[src/rtl/ast_pkg.sv]
// Shared types and constants for the Asteroids display pipeline sprite blocks.
package ast_pkg;

  typedef enum logic [1:0] {
    ALIVE,
    EXPLODE,
    RESPAWN
  } ship_state_e;

  localparam int SCREEN_W = 640;
  localparam int SCREEN_H = 480;

  // Per-channel on/off masks; each bit is replicated across COLOR_W by the user.
  typedef struct packed {
    logic r;
    logic g;
    logic b;
  } rgb_mask_t;

  localparam rgb_mask_t WHITE = '{r: 1'b1, g: 1'b1, b: 1'b1};
  localparam rgb_mask_t RED   = '{r: 1'b1, g: 1'b0, b: 1'b0};

  function automatic int max_int(input int a, input int b);
    return (a > b) ? a : b;
  endfunction

endpackage

[src/rtl/ship_shape.sv]
// Combinational ship outline test: rectangular body plus a one-pixel-wide nose.
module ship_shape #(
  parameter int COORD_W  = 10,
  parameter int HALF_W   = 10,
  parameter int HALF_H   = 10,
  parameter int NOSE_LEN = 12
) (
  input  logic [COORD_W-1:0] x,
  input  logic [COORD_W-1:0] y,
  input  logic [COORD_W-1:0] ship_x,
  input  logic [COORD_W-1:0] ship_y,
  output logic               lit
);

  localparam int DW = COORD_W + 1;

  logic signed [DW-1:0] dx;
  logic signed [DW-1:0] dy;
  logic        [DW-1:0] adx;
  logic        [DW-1:0] ady;
  logic                 body;
  logic                 nose;

  always_comb begin
    dx   = signed'({1'b0, x}) - signed'({1'b0, ship_x});
    dy   = signed'({1'b0, y}) - signed'({1'b0, ship_y});
    adx  = dx[DW-1] ? unsigned'(-dx) : unsigned'(dx);
    ady  = dy[DW-1] ? unsigned'(-dy) : unsigned'(dy);
    body = (adx < DW'(HALF_W)) && (ady < DW'(HALF_H));
    nose = (dx == '0) && (ady < DW'(NOSE_LEN));
    lit  = body | nose;
  end

endmodule

[src/rtl/ship_controller.sv]
// Player ship: position with wrap-around movement, hit/explode/respawn life cycle,
// and a registered pixel layer for the scan coordinate.
module ship_controller #(
  parameter int SCREEN_W       = ast_pkg::SCREEN_W,
  parameter int SCREEN_H       = ast_pkg::SCREEN_H,
  parameter int COORD_W        = 10,
  parameter int COLOR_W        = 10,
  parameter int STEP           = 2,
  parameter int HALF_W         = 10,
  parameter int HALF_H         = 10,
  parameter int NOSE_LEN       = 12,
  parameter int START_X        = 320,
  parameter int START_Y        = 240,
  parameter int FLASH_FRAMES   = 60,
  parameter int RESPAWN_FRAMES = 30
) (
  input  logic               clk,
  input  logic               resetn,
  input  logic               frame_tick,
  input  logic               left,
  input  logic               right,
  input  logic               up,
  input  logic               down,
  input  logic               hit,
  input  logic [COORD_W-1:0] x,
  input  logic [COORD_W-1:0] y,
  output logic [COLOR_W-1:0] red,
  output logic [COLOR_W-1:0] green,
  output logic [COLOR_W-1:0] blue,
  output logic               pix_on,
  output logic [COORD_W-1:0] ship_x,
  output logic [COORD_W-1:0] ship_y,
  output logic               alive
);

  import ast_pkg::*;

  localparam int FC_W = $clog2(max_int(FLASH_FRAMES, RESPAWN_FRAMES) + 1);
  localparam int XW   = COORD_W + 1;
  localparam logic [XW-1:0] STEP_E = XW'(STEP);
  localparam logic [XW-1:0] W_E    = XW'(SCREEN_W);
  localparam logic [XW-1:0] H_E    = XW'(SCREEN_H);

  ship_state_e        state_q, state_d;
  logic [FC_W-1:0]    fc_q, fc_d;
  logic [COORD_W-1:0] ship_x_q, ship_x_d;
  logic [COORD_W-1:0] ship_y_q, ship_y_d;
  logic               lit;
  logic               pix_d;
  rgb_mask_t          mask_d;

  // Extra bit keeps pos+STEP and pos+lim-STEP from overflowing before the wrap compare.
  function automatic logic [COORD_W-1:0] step_axis(
    input logic [COORD_W-1:0] pos,
    input logic               inc,
    input logic               dec,
    input logic [XW-1:0]      lim
  );
    logic [XW-1:0] p;
    p = {1'b0, pos};
    if (inc && !dec)
      p = (p + STEP_E >= lim) ? p + STEP_E - lim : p + STEP_E;
    else if (dec && !inc)
      p = (p < STEP_E) ? p + lim - STEP_E : p - STEP_E;
    return p[COORD_W-1:0];
  endfunction

  always_comb begin
    state_d  = state_q;
    fc_d     = fc_q;
    ship_x_d = ship_x_q;
    ship_y_d = ship_y_q;
    case (state_q)
      ALIVE: begin
        if (hit) begin
          state_d = EXPLODE;
          fc_d    = FC_W'(FLASH_FRAMES);
        end else if (frame_tick) begin
          ship_x_d = step_axis(ship_x_q, right, left, W_E);
          ship_y_d = step_axis(ship_y_q, down, up, H_E);
        end
      end
      EXPLODE: begin
        if (frame_tick) begin
          if (fc_q == FC_W'(1)) begin
            state_d = RESPAWN;
            fc_d    = FC_W'(RESPAWN_FRAMES);
          end else begin
            fc_d = fc_q - 1'b1;
          end
        end
      end
      RESPAWN: begin
        if (frame_tick) begin
          if (fc_q == FC_W'(1)) begin
            state_d  = ALIVE;
            fc_d     = '0;
            ship_x_d = COORD_W'(START_X);
            ship_y_d = COORD_W'(START_Y);
          end else begin
            fc_d = fc_q - 1'b1;
          end
        end
      end
      default: state_d = ALIVE;
    endcase
  end

  ship_shape #(
    .COORD_W (COORD_W),
    .HALF_W  (HALF_W),
    .HALF_H  (HALF_H),
    .NOSE_LEN(NOSE_LEN)
  ) u_shape (
    .x     (x),
    .y     (y),
    .ship_x(ship_x_q),
    .ship_y(ship_y_q),
    .lit   (lit)
  );

  // Explosion flashes in 4-frame halves of the frame counter.
  always_comb begin
    pix_d  = 1'b0;
    mask_d = '0;
    case (state_q)
      ALIVE: begin
        pix_d  = lit;
        mask_d = lit ? WHITE : '0;
      end
      EXPLODE: begin
        pix_d  = lit & fc_q[2];
        mask_d = pix_d ? RED : '0;
      end
      default: ;
    endcase
  end

  always_ff @(posedge clk or negedge resetn) begin
    if (!resetn) begin
      state_q  <= ALIVE;
      fc_q     <= '0;
      ship_x_q <= COORD_W'(START_X);
      ship_y_q <= COORD_W'(START_Y);
      red      <= '0;
      green    <= '0;
      blue     <= '0;
      pix_on   <= 1'b0;
    end else begin
      state_q  <= state_d;
      fc_q     <= fc_d;
      ship_x_q <= ship_x_d;
      ship_y_q <= ship_y_d;
      red      <= {COLOR_W{mask_d.r}};
      green    <= {COLOR_W{mask_d.g}};
      blue     <= {COLOR_W{mask_d.b}};
      pix_on   <= pix_d;
    end
  end

  assign ship_x = ship_x_q;
  assign ship_y = ship_y_q;
  assign alive  = (state_q == ALIVE);

endmodule

[config.mk]
export PLATFORM = sky130hd
export DESIGN_NAME = ship_controller
export DESIGN_NICKNAME = d
export VERILOG_FILES = /design/src/rtl/ast_pkg.sv /design/src/rtl/ship_shape.sv /design/src/rtl/ship_controller.sv
export SDC_FILE = /design/constraint.sdc
export NUM_CORES = 1
export LEC_CHECK = 0
export BUFFER_PORTS_ARGS = -buffer_cell sky130_fd_sc_hd__buf_2
export CELL_PAD_IN_SITES_DETAIL_PLACEMENT = 0
export CELL_PAD_IN_SITES_GLOBAL_PLACEMENT = 1
export CORE_MARGIN = 8
export CORE_UTILIZATION = 37
export DETAILED_ROUTE_END_ITERATION = 16
export GPL_ROUTABILITY_DRIVEN = 0
export GPL_TIMING_DRIVEN = 0
export PLACE_DENSITY_LB_ADDON = 0.12
export SLEW_MARGIN = 40
export SYNTH_ARGS = -nofsm -noshare
export SYNTH_HDL_FRONTEND = slang
export SYNTH_SLANG_ARGS = --single-unit
[constraint.sdc]
create_clock -name clk -period 2.9 [get_ports clk]
set_input_delay 0.725 -clock clk [delete_from_list [all_inputs] [get_ports clk]]
set_output_delay 0.725 -clock clk [all_outputs]
set_load 0.005 [all_outputs]
==> out/qor.yml, run 1 <==
maxCapViolCount: 0
ys_seq_area_frac: 0.169
max_stage_delay_ps: 550
die_x_um: 122
hp-class: "input pin to asynchronous set/reset pin"
critPathMaxFanout: 4
combPwrFrac: 0.753
die_y_um: 122
htreeDepth: 1
clk_latency_ps: 270
fin_crit_ps: 3070
path_clk_slew_ps: 80
layout-drive-gt1-share: 0.327
synth.distinct_cells: 74
cpMaxStageDelayCell: "dfstp_2"
cp_top_family: "simple AND/OR/NAND/NOR gates"
num_antenna_cells: 0
ys_seq_elements: 28
dp_slack_ps: -589
switching_share: 0.504
rsz0062_at_grt: "yes"
p_int_mw: 2.43
drt_iter0_markers: 201
cts_buffer_depth: 2
seqPwrFrac: 0.162
crit_required_ps: 3080
relSlewSlack: 0.542
fin_tns_setup_ps: -311
final-setup-viol-count: 2
ant_nets: 0
tritoncts: "yes"
worst-path-buf-inv: 1
globalRouteTotalUtil: 0.160
arrival_ps: 3260
yosysWarningCount: 0
antenna_found_initial: 0
postSynthAreaPerCell_um2: 7.44
cp-end-kind: "flip-flop"
syn_inst: 564
wl_per_cell_um: 15.6
p_leak_nw: 2.29
p_clk_frac: 0.085
power_per_cell_area_nw_per_um2: 923
dp_hpwl_um: 9760
outcome: "finished, violations left"
grt_pass1_wl_um: 20000
start_kind: "flip-flop"
drcViolationCount: 0
power_mw: 4.91
cts-root-buf: "clkbuf_16"
synthArstFlopShare: 1.00
ios: 80
worst_pin_slew_ps: 684
whs_ps: 482
grt_max_degree: 29
overflow: 0
finalInstanceArea_um2: 5320
slew_viol_final: 0
ir_worst_vdd_uv: 394
path_cells: "inv_1 > ha_2 > o21ai_0 > nor2_1 > o211ai_1 > or4b_1 > a211o_1 > mux2i_4 > o2111ai_4 > nor3_2"
clock_sinks: 28
syn_to_final_growth_pct: 26.8
dieArea_um2: 15000
synth_edf_count: 0
via_count: 4448
cts_made_buffers: 3
critPathKind: "flip-flop to flip-flop"
avgViaCountPerCell: 5.55
place.port_buffers: 77
max_freq_ghz: 0.326
hold_violations: 0
synth_ff_type: "dfrtp_1"
fp.coreArea_um2: 11200
period_share: 1.06
dr.pass1.iters: 5
violations: "setup timing"
start_util: 0.374
rows: 39
p_sw_mw: 2.47
layout_setup_ws_ps: -171
ctsHoldBuffers: 0
grt_pass1_vias: 4106
placed_area_um2: 4810
totalWireLength_um: 12500
synthesis.area_um2: 4200
nNetsFinal: 721
fin_skew_ps: 7.46
==> final cells by class <==
class	count	area, µm²
inverters	35	139
well taps	143	179
fillers	1156	5910
flip-flops and latches	28	714
clock inverters	1	30.0
repair buffers	100	562
multi-input cells	444	3310
clock buffers	3	75.1
plain buffers	47	313
==> path summary, 6_finish.rpt <==
check	start	to	slack [ps]	cells after the start
worst max-delay path	ship_y[4]	blue[0]	-170	10
min in group clk	fc_q[5]	fc_q[5]	540	1
worst min-delay path	resetn	fc_q[5]	480	1
worst min register to register	fc_q[5]	fc_q[5]	540	1
max in group asynchronous	resetn	ship_y[1]	1950	1
worst max register to register	ship_y[4]	blue[0]	-170	10
==> cells in the mapped netlist (9+ instances only) <==
library cell	n	area, µm²
a21oi_1	32	160
a31oi_1	9	56.3
buf_4	31	233
clkbuf_1	23	86.3
dfrtp_1	22	551
ha_1	32	400
inv_1	31	116
mux2i_1	9	90.1
nand2_1	41	154
nand3_1	12	60.1
nand4_1	11	68.8
nor2_1	48	180
nor2b_1	10	62.6
nor3_1	26	130
o21ai_0	28	140
o22ai_1	9	56.3
o31ai_1	11	82.6
xnor2_1	19	166
xor2_1	10	87.6
==> through the flow <==
stage                     utilization  cells
final                           0.474    801
after global routing            0.474    801
after CTS                       0.452    791
after detailed placement        0.428    786
after global placement          0.428    786
after floorplan                     -    566
==> timing repair <==
action | in CTS | in global routing
gates cloned | 0 | 0
buffers inserted | 9 | 14
pin swaps | 10 | 10
gates resized for setup | 29 | 31
setup endpoints to repair | 7 | 7
endpoints found under the hold margin | 0 | 0
==> cells in the final DEF (no fill, tap or decap), types with 11 or more instances in the layout <==
master / instances
buf_2: 78
buf_4: 55
nor2_1: 47
nand2_1: 41
o21ai_0: 28
inv_1: 27
a21oi_1: 27
ha_1: 24
nor3_1: 22
xnor2_1: 18
dfrtp_1: 17
nand3_1: 12
clkbuf_1: 11
nand4_1: 11
==> registers in the layout (all words and copies together) (netlist names) <==
name and flops:
ship_x 9, pix_on 1, blue 1, fc_q 6
ship_y 9, state_q 2
==> logic make-up (layout without fill, tap and decap cells) <==
logic type               count (synthesis)  count (layout)  share of synthesized area
AO/OA/AOI/OAI                          175             175                      0.298
XOR/XNOR                                29              29                     0.0605
multiplexers                            10              10                     0.0242
flip-flops                              28              28                      0.169
other                                    2               4                    0.00179
adder cells (fa/ha/maj)                 34              34                      0.105
buffers and inverters                   94             186                      0.115
AND/OR/NAND/NOR                        192             192                      0.227
==> worst register-to-register path: stages (launching register included) <==
cell,delay (ps)
dfstp_2,550
inv_1,110
ha_2,360
o21ai_0,150
nor2_1,260
o211ai_1,160
or4b_1,490
a211o_1,330
mux2i_4,180
o2111ai_4,180
nor3_2,220
==> power groups by stage <==
stage / clock [mW] / sequential [mW] / combinational (mW)
floorplan: 0 / 0.699 / 2.46
global placement: 0 / 0.733 / 3.18
detailed placement: 0 / 0.734 / 3.22
CTS: 0.429 / 0.775 / 3.40
global route: 0.442 / 0.828 / 4.09
finish: 0.417 / 0.797 / 3.69
==> routing by layer <==
layer,up-vias,global-route usage,routed length [µm]
li1,2240,-,-
met2,97,0.272,5860
met4,0,0.0175,34
met5,-,0,0
met1,2109,0.214,5910
met3,2,0.0262,666
Power figures use the tool's default switching activity.
==> inputs of run 2 (changes only) <==
Settings changed: SKIP_LAST_GASP set to 1.
==> run 2 against run 1 <==
Net effect: the flow still finishes with violations (setup timing); critical path type unchanged; sequential share of layout area is essentially flat; routed wire length fell by 0.11%; cell area about the same; critical endpoint unchanged; critical path depth stayed put.
==> out/qor.yml, run 2 (synthesized netlist as in run 1, its figures left out) <==
outcome: "finished, violations left"
violations: "setup timing"
power_per_cell_area_nw_per_um2: 923  # about the same
avgViaCountPerCell: 5.55  # unchanged
totalWireLength_um: 12500  # -0.11%
grtUsageMet3: 0.0262  # unchanged
wl_per_cell_um: 15.5  # -0.11%
power_mw: 4.90  # about the same
nNetsFinal: 721  # unchanged
drt_iter0_markers: 202  # +0.50%
mostFrequentLayoutCells: "buf_2, buf_4, nor2_1"
die_x_um: 122  # unchanged
globalRouteTotalUtil: 0.160  # unchanged
clock_sinks: 28  # unchanged
cp-end-kind: "flip-flop"
r2r-end: "blue[0]"
overflow: 0  # unchanged
final-setup-viol-count: 2  # unchanged
combPwrFrac: 0.752  # about the same
grt_pass1_vias: 4106  # unchanged
drcViolationCount: 0  # unchanged
cts_buffer_depth: 2  # unchanged
arrival_ps: 3250  # about the same
die_y_um: 122  # unchanged
grt_pass1_wl_um: 20000  # unchanged
maxCapViolCount: 0  # unchanged
clk_latency_ps: 270  # about the same
whs_ps: 482  # -0.0320 ps
switching_share: 0.504  # about the same
num_antenna_cells: 0  # unchanged
grt.met2_usage: 0.272  # unchanged
critPathKind: "flip-flop to flip-flop"
tritoncts: "yes"
reg2reg_slack_ps: -170  # about the same
rr_worst_depth: 10  # unchanged
seqPwrFrac: 0.163  # about the same
slew_viol_final: 0  # unchanged
place.port_buffers: 77  # unchanged
cts_made_buffers: 3  # unchanged
critPathMaxFanout: 4  # unchanged
layout_commonest_cell: "buf_2"
rows: 39  # unchanged
grtUsageMet1: 0.214  # unchanged
layout_setup_ws_ps: -170  # +1.19 ps
htreeDepth: 1  # unchanged
worst_pin_slew_ps: 684  # -0.141 ps
start_kind: "flip-flop"
max_freq_ghz: 0.326  # about the same
ant_nets: 0  # unchanged
p_clk_frac: 0.085  # about the same
nFillCells: 1158  # +0.17%
grt_busiest_layer: "met2"
ios: 80  # unchanged
ir_worst_vdd_uv: 394  # about the same
syn_to_final_growth_pct: 26.6  # about the same
dieArea_um2: 15000  # unchanged
path_clk_slew_ps: 80  # about the same
dr.pass1.iters: 5  # unchanged
dp_hpwl_um: 9760  # unchanged
period_share: 1.06  # about the same
crit_required_ps: 3080  # about the same
layout-drive-gt1-share: 0.325  # -0.00152
antenna_found_initial: 0  # unchanged
grt_max_degree: 29  # unchanged
start_util: 0.374  # unchanged
p_sw_mw: 2.47  # -0.12%
p_int_mw: 2.43  # about the same
hold_violations: 0  # unchanged
fp.coreArea_um2: 11200  # unchanged
relSlewSlack: 0.542  # about the same
cts-root-buf: "clkbuf_16"
fin_skew_ps: 7.47  # +0.00411 ps
hp-class: "input pin to asynchronous set/reset pin"
r2r-start: "ship_y[4]"
rsz0062_at_grt: "yes"
via_count: 4448  # unchanged
p_leak_nw: 2.29  # about the same
fin_crit_ps: 3070  # -1.19 ps
[run 2: cell counts in the layout (fill, tap and decap cells not counted)]
Identical to the previous run, type by type.
[run 2: timing repair]
item / in CTS / in global routing
gates resized for setup: 29 / 30
pin swaps: 10 / 10
endpoints found under the hold margin: 0 / 0
endpoints found under the setup margin: 7 / 7
hold buffers: 0 / 0
buffers inserted: 9 / 14
[run 2: power groups by stage]
| stage | combinational [mW] | sequential [mW] | clock [mW] |
|---|---|---|---|
| 3_5_place_dp | 3.22 | 0.734 | 0 |
| 2_1_floorplan | 2.46 | 0.699 | 0 |
| 4_1_cts | 3.40 | 0.775 | 0.429 |
| 5_1_grt | 4.08 | 0.828 | 0.442 |
| 3_3_place_gp | 3.18 | 0.733 | 0 |
| 6_report | 3.69 | 0.798 | 0.417 |
[run 2: worst max-delay path by stage]
stage / from / end / slack (ps) / cells after the start
final: ship_y[4] / blue[0] / -170 / 10
after CTS: y[1] / blue[0] / -220 / 10
after global placement: y[1] / blue[0] / -600 / 10
after detailed placement: x[1] / blue[0] / -590 / 10
after floorplan: ship_y[5] / pix_on / 10 / 10
after global routing: ship_y[1] / blue[0] / -330 / 11
[run 2: layout make-up]
cell class | instances | area [µm²] | share of cell area
Buffer | 47 | 313 | 0.0589
Inverter | 35 | 139 | 0.0261
Clock inverter | 1 | 30.0 | 0.00565
Tap cell | 143 | 179 | 0.0337
Sequential cell | 28 | 714 | 0.134
Multi-Input combinational cell | 444 | 3300 | 0.621
Timing Repair Buffer | 100 | 562 | 0.106
Clock buffer | 3 | 75.1 | 0.0141
[run 2: routing by layer]
metal  up-vias  wire, µm
li1       2239         -
met1      2108      5920
met2        99      5850
met3         2       649
met4         0        34
met5         -         0
[run 2: worst max-delay path, cell delays in order (launching register included)]
cell and delay [ps]:
dfstp_2 550, inv_1 110, ha_2 360, o21ai_0 150, nor2_1 260, o211ai_1 160, or4b_1 490, a211o_1 330
mux2i_4 180, o2111ai_4 180, nor3_2 210
[run 2: metrics by stage]
stage | cells | util | cell area [µm²] | setup slack (ps) | TNS (ps)
global placement | 786 | 0.428 | 4810 | -595 | -2940
CTS | 791 | 0.452 | 5070 | -215 | -791
finish | 801 | 0.473 | 5310 | -170 | -308
detailed placement | 786 | 0.428 | 4810 | -589 | -3190
global route | 801 | 0.473 | 5310 | -326 | -721
floorplan | 566 | - | 4240 | 10.7 | 0
